$ cat src/rtl/dmem_pkg.sv
// Shared types and the request legality rule for the data-RAM arbiter.
// Pure definitions, no latency; no flow control lives here.
package dmem_pkg;

    typedef enum logic [1:0] {
        DT_WORD    = 2'b00,
        DT_BYTE    = 2'b01,
        DT_HALF    = 2'b10,
        DT_ILLEGAL = 2'b11
    } dtype_e;

    typedef enum logic [1:0] {
        IDLE,
        ACCESS,
        RESP
    } arb_state_e;

    // Only the two low address bits matter for natural alignment.
    function automatic logic is_aligned(input logic [1:0] dtype, input logic [1:0] addr_lo);
        case (dtype_e'(dtype))
            DT_WORD: return (addr_lo == 2'b00);
            DT_HALF: return !addr_lo[0];
            DT_BYTE: return 1'b1;
            default: return 1'b0;
        endcase
    endfunction

endpackage

$ cat src/rtl/dmem_arbiter_if.sv
// Request, response and RAM-side signals of the two-port data-RAM arbiter.
// Wires only; the arbiter side is the slave modport, requesters plus RAM are the master.
interface dmem_arbiter_if #(
    parameter int ADDRESS_WIDTH = 32,
    parameter int DATA_WIDTH    = 32
);
    logic [1:0]                          req_valid_i;
    logic [1:0]                          req_ready_o;
    logic [1:0]                          req_we_i;
    logic [1:0][1:0]                     req_type_i;
    logic [1:0][ADDRESS_WIDTH-1:0]       req_addr_i;
    logic [1:0][DATA_WIDTH-1:0]          req_wdata_i;
    logic [1:0]                          rsp_valid_o;
    logic                                rsp_err_o;
    logic [DATA_WIDTH-1:0]               rsp_rdata_o;
    logic                                ram_we_o;
    logic [1:0]                          ram_type_o;
    logic [ADDRESS_WIDTH-1:0]            ram_addr_o;
    logic [DATA_WIDTH-1:0]               ram_wdata_o;
    logic [DATA_WIDTH-1:0]               ram_rdata_i;

    modport slave (
        input  req_valid_i, req_we_i, req_type_i, req_addr_i, req_wdata_i, ram_rdata_i,
        output req_ready_o, rsp_valid_o, rsp_err_o, rsp_rdata_o,
        output ram_we_o, ram_type_o, ram_addr_o, ram_wdata_o
    );

    modport master (
        output req_valid_i, req_we_i, req_type_i, req_addr_i, req_wdata_i, ram_rdata_i,
        input  req_ready_o, rsp_valid_o, rsp_err_o, rsp_rdata_o,
        input  ram_we_o, ram_type_o, ram_addr_o, ram_wdata_o
    );

endinterface

$ cat src/rtl/rr_arb2.sv
// Two-way round-robin pick: a lone requester wins, a tie goes to the port that was not granted last.
// Combinational, zero latency; the caller owns the last-grant register.
module rr_arb2 (
    input  logic [1:0] req_valid,
    input  logic       last_grant,
    output logic [1:0] grant
);

    always_comb begin
        grant = 2'b00;
        case (req_valid)
            2'b01:   grant = 2'b01;
            2'b10:   grant = 2'b10;
            2'b11:   grant = last_grant ? 2'b01 : 2'b10;
            default: grant = 2'b00;
        endcase
    end

endmodule

$ cat src/rtl/dmem_arbiter.sv
// Round-robin two-port sequencer for the single-port data RAM: response 2 cycles after handshake (1 if illegal).
// One access in flight; ready is only offered in IDLE, so a losing or late requester simply holds valid.
module dmem_arbiter
    import dmem_pkg::*;
#(
    parameter int ADDRESS_WIDTH = 32,
    parameter int DATA_WIDTH    = 32
) (
    input  logic           clk,
    input  logic           rst_n,
    dmem_arbiter_if.slave  bus
);

    arb_state_e               state;
    logic                     last_grant;
    logic                     owner;
    logic                     lat_we;
    logic [1:0]               lat_type;
    logic [ADDRESS_WIDTH-1:0] lat_addr;
    logic [DATA_WIDTH-1:0]    lat_wdata;
    logic                     rsp_err;
    logic [DATA_WIDTH-1:0]    rsp_rdata;

    logic [1:0] grant;
    logic [1:0] ready;
    logic [1:0] handshake;
    logic       sel;
    logic       legal;
    logic       in_access;

    rr_arb2 u_rr_arb2 (
        .req_valid  (bus.req_valid_i),
        .last_grant (last_grant),
        .grant      (grant)
    );

    // Ready is forced low while reset is held, even though state already reads IDLE.
    assign ready           = (state == IDLE && rst_n) ? grant : 2'b00;
    assign bus.req_ready_o = ready;
    assign handshake       = bus.req_valid_i & ready;
    assign sel             = grant[1];
    assign legal           = is_aligned(bus.req_type_i[sel], bus.req_addr_i[sel][1:0]);

    // RAM strobes decode straight from state so an async reset drops the write at once.
    assign in_access       = (state == ACCESS);
    assign bus.ram_we_o    = in_access & lat_we;
    assign bus.ram_type_o  = in_access ? lat_type  : 2'b00;
    assign bus.ram_addr_o  = in_access ? lat_addr  : '0;
    assign bus.ram_wdata_o = in_access ? lat_wdata : '0;

    assign bus.rsp_valid_o = (state == RESP) ? (owner ? 2'b10 : 2'b01) : 2'b00;
    assign bus.rsp_err_o   = (state == RESP) & rsp_err;
    assign bus.rsp_rdata_o = (state == RESP) ? rsp_rdata : '0;

    always_ff @(posedge clk or negedge rst_n) begin
        if (!rst_n) begin
            state      <= IDLE;
            last_grant <= 1'b1;
            owner      <= 1'b0;
            lat_we     <= 1'b0;
            lat_type   <= 2'b00;
            lat_addr   <= '0;
            lat_wdata  <= '0;
            rsp_err    <= 1'b0;
            rsp_rdata  <= '0;
        end else begin
            case (state)
                IDLE: begin
                    if (|handshake) begin
                        owner      <= sel;
                        last_grant <= sel;
                        lat_we     <= bus.req_we_i[sel];
                        lat_type   <= bus.req_type_i[sel];
                        lat_addr   <= bus.req_addr_i[sel];
                        lat_wdata  <= bus.req_wdata_i[sel];
                        rsp_rdata  <= '0;
                        rsp_err    <= !legal;
                        state      <= legal ? ACCESS : RESP;
                    end
                end
                ACCESS: begin
                    rsp_rdata <= lat_we ? '0 : bus.ram_rdata_i;
                    state     <= RESP;
                end
                RESP: begin
                    state <= IDLE;
                end
                default: begin
                    state <= IDLE;
                end
            endcase
        end
    end

endmodule

$ cat src/flat_wrapper.sv
// flat-port wrapper written by rule: the top's interface ports become plain ports
module dmem_arbiter_flat import dmem_pkg::*;
#(
    parameter int ADDRESS_WIDTH = 32,
    parameter int DATA_WIDTH    = 32
)
  (clk, rst_n, bus_req_valid_i, bus_req_we_i, bus_req_type_i, bus_req_addr_i, bus_req_wdata_i, bus_ram_rdata_i, bus_req_ready_o, bus_rsp_valid_o, bus_rsp_err_o, bus_rsp_rdata_o, bus_ram_we_o, bus_ram_type_o, bus_ram_addr_o, bus_ram_wdata_o);
  dmem_arbiter_if #(.ADDRESS_WIDTH(ADDRESS_WIDTH), .DATA_WIDTH(DATA_WIDTH)) bus_i ();
  input  logic clk;
  input  logic rst_n;
  input wire logic [$bits(bus_i.req_valid_i)-1:0] bus_req_valid_i;
  input wire logic [$bits(bus_i.req_we_i)-1:0] bus_req_we_i;
  input wire logic [$bits(bus_i.req_type_i)-1:0] bus_req_type_i;
  input wire logic [$bits(bus_i.req_addr_i)-1:0] bus_req_addr_i;
  input wire logic [$bits(bus_i.req_wdata_i)-1:0] bus_req_wdata_i;
  input wire logic [$bits(bus_i.ram_rdata_i)-1:0] bus_ram_rdata_i;
  output wire logic [$bits(bus_i.req_ready_o)-1:0] bus_req_ready_o;
  output wire logic [$bits(bus_i.rsp_valid_o)-1:0] bus_rsp_valid_o;
  output wire logic [$bits(bus_i.rsp_err_o)-1:0] bus_rsp_err_o;
  output wire logic [$bits(bus_i.rsp_rdata_o)-1:0] bus_rsp_rdata_o;
  output wire logic [$bits(bus_i.ram_we_o)-1:0] bus_ram_we_o;
  output wire logic [$bits(bus_i.ram_type_o)-1:0] bus_ram_type_o;
  output wire logic [$bits(bus_i.ram_addr_o)-1:0] bus_ram_addr_o;
  output wire logic [$bits(bus_i.ram_wdata_o)-1:0] bus_ram_wdata_o;
  assign bus_i.req_valid_i = bus_req_valid_i;
  assign bus_i.req_we_i = bus_req_we_i;
  assign bus_i.req_type_i = bus_req_type_i;
  assign bus_i.req_addr_i = bus_req_addr_i;
  assign bus_i.req_wdata_i = bus_req_wdata_i;
  assign bus_i.ram_rdata_i = bus_ram_rdata_i;
  assign bus_req_ready_o = bus_i.req_ready_o;
  assign bus_rsp_valid_o = bus_i.rsp_valid_o;
  assign bus_rsp_err_o = bus_i.rsp_err_o;
  assign bus_rsp_rdata_o = bus_i.rsp_rdata_o;
  assign bus_ram_we_o = bus_i.ram_we_o;
  assign bus_ram_type_o = bus_i.ram_type_o;
  assign bus_ram_addr_o = bus_i.ram_addr_o;
  assign bus_ram_wdata_o = bus_i.ram_wdata_o;
  dmem_arbiter #(.ADDRESS_WIDTH(ADDRESS_WIDTH), .DATA_WIDTH(DATA_WIDTH)) u_core (.clk(clk), .rst_n(rst_n), .bus(bus_i));
endmodule
$ cat config.mk
export PLATFORM = sky130hd
export DESIGN_NAME = dmem_arbiter_flat
export DESIGN_NICKNAME = d
export VERILOG_FILES = /design/src/rtl/dmem_pkg.sv /design/src/rtl/dmem_arbiter_if.sv /design/src/rtl/rr_arb2.sv /design/src/rtl/dmem_arbiter.sv /design/src/flat_wrapper.sv
export SDC_FILE = /design/constraint.sdc
export NUM_CORES = 1
export LEC_CHECK = 0
export CORE_MARGIN = 4
export CORE_UTILIZATION = 42
export CTS_CLUSTER_DIAMETER = 80
export DETAILED_ROUTE_END_ITERATION = 10
export GPL_ROUTABILITY_DRIVEN = 0
export HOLD_SLACK_MARGIN = 0.12
export PLACE_DENSITY = 0.85
export SYNTH_ARGS = -nofsm -noshare
export SYNTH_HDL_FRONTEND = slang
export SYNTH_SLANG_ARGS = --single-unit
export TNS_END_PERCENT = 10
$ cat constraint.sdc
create_clock -name clk -period 4.4 [get_ports clk]
set_clock_uncertainty 0.15 [all_clocks]
set_input_delay 0.88 -clock clk [delete_from_list [all_inputs] [get_ports clk]]
set_output_delay 0.88 -clock clk [all_outputs]
set_load 0.01 [all_outputs]
# ---- Yosys cells after proc, flatten, opt, wreduce, memory -nomap -nowiden
# Index checks and enable logic that the tools add are counted.
dict set report classes {
  bitwise_logic 3
  eq_ne 8
  reduce_logical 10
  muxes 24
  order_cmp 1
}
# cell n
set op_table {}
lappend op_table {{$mux W32} 9}
lappend op_table {{$pmux W32 S2} 1}
lappend op_table {{$mux W2} 9}
lappend op_table {{$eq A2 B2 Y1 const B} 4}
lappend op_table {{$eq A2 B1 Y1 const B} 3}
lappend op_table {{$logic_not A2 Y1} 3}
lappend op_table {{$pmux W2 S3} 1}
lappend op_table {{$pmux W2 S2} 1}
lappend op_table {{$reduce_and A2 Y1} 2}
lappend op_table {{$pmux W1 S3} 1}
lappend op_table {{$and A1 B1 Y1} 2}
lappend op_table {{$and A2 B2 Y2} 1}
lappend op_table {{$logic_not A1 Y1} 2}
lappend op_table {{$lt A1 B2 Y1 const B} 1}
lappend op_table {{$mux W1} 2}
lappend op_table {{$ne A2 B2 Y1 const B} 1}
lappend op_table {{$reduce_bool A2 Y1} 1}
lappend op_table {{$reduce_or A2 Y1} 1}
lappend op_table {{$logic_and A1 B1 Y1} 1}
dict set report word_totals {
  regBits 104
  input_bits 170
  out_inout_bits 104
}

# ---- Depth between registers and ports, before layout
dict set report logic_depth {
  depth_word 9
  ltp_mapped 6
  ltp_nobuf 4
}

# ---- Cells and area by module
# Synthesis repeated with hierarchy kept, for this count alone.
dict set report hier_totals {
  cells_unflattened 582
  area_unflattened_um2 5525.3
}
# mod area_per_inst_um2 seq_area_each_um2 instances cells_each
set modules_own_cells {}
lappend modules_own_cells {dmem_arbiter 5506.5 2603.7 1 579}
lappend modules_own_cells {rr_arb2 18.8 0.0 1 3}

# ---- Worst setup path before layout
# No wires, ideal clock.
dict set report synth_path {
  path_type {input-to-output}
  from {in bus_req_valid_i[1]}
  to {out bus_req_ready_o[1]}
  arrival_ns 1.705
  setup_slack_ns 1.665
  stages 5
  required_ns 3.370
  path_cell_list {a21boi_2 -> nand2_2 -> buf_6 -> buf_2 -> inv_1}
}
dict set report synth_between {
  elab_chain_len 3
}
# element line
set synth_lines {}
lappend synth_lines {{start, declared} flat_wrapper.sv:11} ;# input wire logic [$bits(bus_i.req_valid_i)-1:0] bus_req_valid_i;
lappend synth_lines {{$eq A2 B2 Y1 / $eq A2 B1 Y1 (equally long branches)} rr_arb2.sv:11} ;# case (req_valid)
lappend synth_lines {{$pmux W2 S3 (*)} rr_arb2.sv:11}
lappend synth_lines {{$mux W2 (*)} dmem_arbiter.sv:38} ;# assign ready = (state == IDLE && rst_n) ? grant : 2'b00;
lappend synth_lines {{end, declared} flat_wrapper.sv:17} ;# output wire logic [$bits(bus_i.req_ready_o)-1:0] bus_req_ready_o;
# Every way passes the cells marked *; elsewhere a longest branch is shown, timed or not.

# ---- Final worst setup path
# Same ends and word-level chain as after synthesis.

==> flow_summary.json <==
{
  "setup_viol": 0,
  "r2r_cells": 5,
  "rsz0062_at_grt": "false",
  "startpoint_type": "primary input",
  "timing_hold_violations_final": 0,
  "place_hpwl_microns": 11800,
  "hold_path.class": "flip-flop to flip-flop",
  "path_cells": "clkdlybuf4s50_1, a21boi_2, nand2_2, inv_1, clkdlybuf4s50_1",
  "initial_core_util": 0.438,
  "worstMarginPinSlew_ps": 1200,
  "seq_area_frac_synth": 0.538,
  "area_growth_pct": 64.9,
  "die_w_microns": 115,
  "cp-end-kind": "primary output",
  "status": "finished clean",
  "ioPinCount": 274,
  "clk-insertion-delay-late_ps": 330,
  "wirelength_microns": 16200,
  "yosysUniqueCellTypes": 26,
  "cp_slowest_cell": "clkdlybuf4s50_1",
  "finalSetupTns_ps": 0,
  "timing.hold.worst.start": "u_core.last_grant",
  "grt_pass1_wl_microns": 24900,
  "cts_tree": "built",
  "clock_path_buffers": 2,
  "drc": 0,
  "routedWlPerCell_microns": 17.9,
  "total_power_w": 0.00318,
  "leakage_nw": 3.34,
  "path_max_fanout": 7,
  "timing.fmax_mhz": 278,
  "post_cts_resized": 0,
  "die_h_microns": 115,
  "synth_edf_count": 0,
  "post_drt_via_cell_ratio": 5.22,
  "io_buffers": 273,
  "synthArstFlopShare": 1.00,
  "placedCellCount": 891,
  "drv_slew": 0,
  "synth_warnings": 0,
  "drt_iter0_drc": 320,
  "antenna_left": 0,
  "synth_ff_type": "dfrtp_1",
  "synth_cells": 507,
  "first_pass_iters": 4,
  "holdWs_ps": 331,
  "clockRootBuffer": "clkbuf_16",
  "antenna_cells": 0,
  "finalCritPeriodShare": 0.817,
  "drive_gt1_frac": 0.0417,
  "cts_setup_buffers": 0,
  "synthTopCellsByCount": "nor2_1 (128), dfrtp_1 (103), and2_1 (101)",
  "core_sq_um": 11000,
  "overflow": 0,
  "ys_seq_elements": 104,
  "synth_top_area_frac": 0.533,
  "yosysMostFrequentCell": "nor2_1",
  "grt_pass1_vias": 4965,
  "max_stage_delay_ps": 540,
  "cp.arrival_ps": 2560,
  "num_vias": 4735,
  "cts.sinks": 104,
  "grt_usage": 0.236,
  "post-route-util": 0.723,
  "cap_violations": 0,
  "avgSynthCellArea_sq_um": 9.54,
  "fp.dieArea_sq_um": 13300,
  "holdPathEnd": "u_core.last_grant",
  "yosysTopAreaCell": "dfrtp_1",
  "relSlewSlack": 0.198,
  "clk_pin_slew_ps": 60,
  "grt_max_degree": 68,
  "cts_max_level": 3,
  "critPathKind": "primary input to primary output",
  "antenna_found_initial": 0,
  "reg2reg_to": "u_core.lat_addr[2]",
  "num_rows": 38,
  "final_cells": 907,
  "p_per_area_nw_per_um2": 399,
  "numCtsBuffers": 9,
  "reg2reg_from": "u_core.state[0]",
  "fin_nets": 932,
  "critPathMostFrequentCell": "clkdlybuf4s50_1",
  "hold_buffers": 0,
  "syn_nets": 677,
  "reg2reg_slack_ps": 2140,
  "cp.required_ps": 3370,
  "final.min_clock_period_ps": 3590,
  "synth_area_leaders": "dfrtp_1 (53%), and2_1 (13%), nor2_1 (9.9%), o22ai_1 (8.2%), a22o_1 (5.8%)",
  "holdPathStages": 2,
  "vdd_drop_max_mv": 0.195,
  "syn_area_sq_um": 4840
}
==> sequential cells by signal (all words and copies together) (netlist names) <==
name and flops:
u_core.last_grant 1, u_core.lat_addr 32, u_core.lat_type 2, u_core.lat_wdata 32, u_core.lat_we 1, u_core.owner 1
u_core.rsp_err 1, u_core.rsp_rdata 32, u_core.state 2
==> area by class of cell <==
cell class	count	area (sq um)
clock inverters	6	108
flip-flops and latches	104	2600
repair buffers	281	2800
fillers	805	3060
multi-input cells	363	2040
clock buffers	10	229
inverters	3	11.3
well taps	140	175
==> worst max-delay path: cells and delay by family <==
kind / cells / cell delay, ps
buf+inv: 3 / 1140
compound gates: 1 / 430
simple gates: 1 / 100
==> placed cells by master (no fill, tap or decap), types with 2 or more instances in the layout <==
cell type	netlist	layout
clkdlybuf4s50_1	0	272
nor2_1	128	127
dfrtp_1	103	103
and2_1	101	101
o22ai_1	63	63
a22o_1	32	32
nand2_1	11	11
clkbuf_16	0	9
buf_4	7	8
o21ai_0	6	6
nand2b_1	4	4
mux2i_1	4	4
nor2b_1	3	3
inv_1	3	3
bufinv_16	0	3
clkinv_2	0	2
==> report_power, final <==
group	leakage [nW]	internal [W]	switching [W]
sequential	1.24	0.00123	0.000150
combinational	1.94	0.000485	0.000424
clock	0.162	0.000554	0.000341
==> per-layer routing <==
metal	share of wire	routed length, microns	global-route usage	up-vias
li1	-	-	-	2230
met1	0.40	6490	0.287	2218
met2	0.49	7970	0.414	260
met3	0.085	1380	0.0584	27
met4	0.022	349	0.0751	0
met5	0	0	0	-
==> worst max path at each step <==
stage | from | end | slack [ps] | cells after the start
4_1_cts | bus_req_valid_i[1] | bus_req_ready_o[1] | 800 | 5
2_1_floorplan | bus_req_valid_i[1] | bus_req_ready_o[1] | 1660 | 5
5_1_grt | bus_req_valid_i[1] | bus_req_ready_o[1] | 710 | 5
3_5_place_dp | bus_req_valid_i[1] | bus_req_ready_o[1] | 810 | 5
3_3_place_gp | bus_req_valid_i[1] | bus_req_ready_o[1] | 860 | 5
6_report | bus_req_valid_i[1] | bus_req_ready_o[1] | 810 | 5
==> through the flow <==
stage               area (sq um)  worst slack, ps
finish                      7970              806
global route                7970              706
CTS                         7970              803
detailed placement          7640              807
global placement            7640              865
floorplan                   4840             1660
==> kinds of logic (layout without fill, tap and decap cells) <==
| family | after synthesis | in the layout | synth area share |
|---|---|---|---|
| AND/OR/NAND/NOR | 252 | 252 | 0.256 |
| flip-flops | 104 | 104 | 0.538 |
| buffers and inverters | 40 | 300 | 0.0406 |
| AO/OA/AOI/OAI | 107 | 107 | 0.157 |
| multiplexers | 4 | 4 | 0.00828 |
No activity file was read; power rests on OpenSTA's default activity.
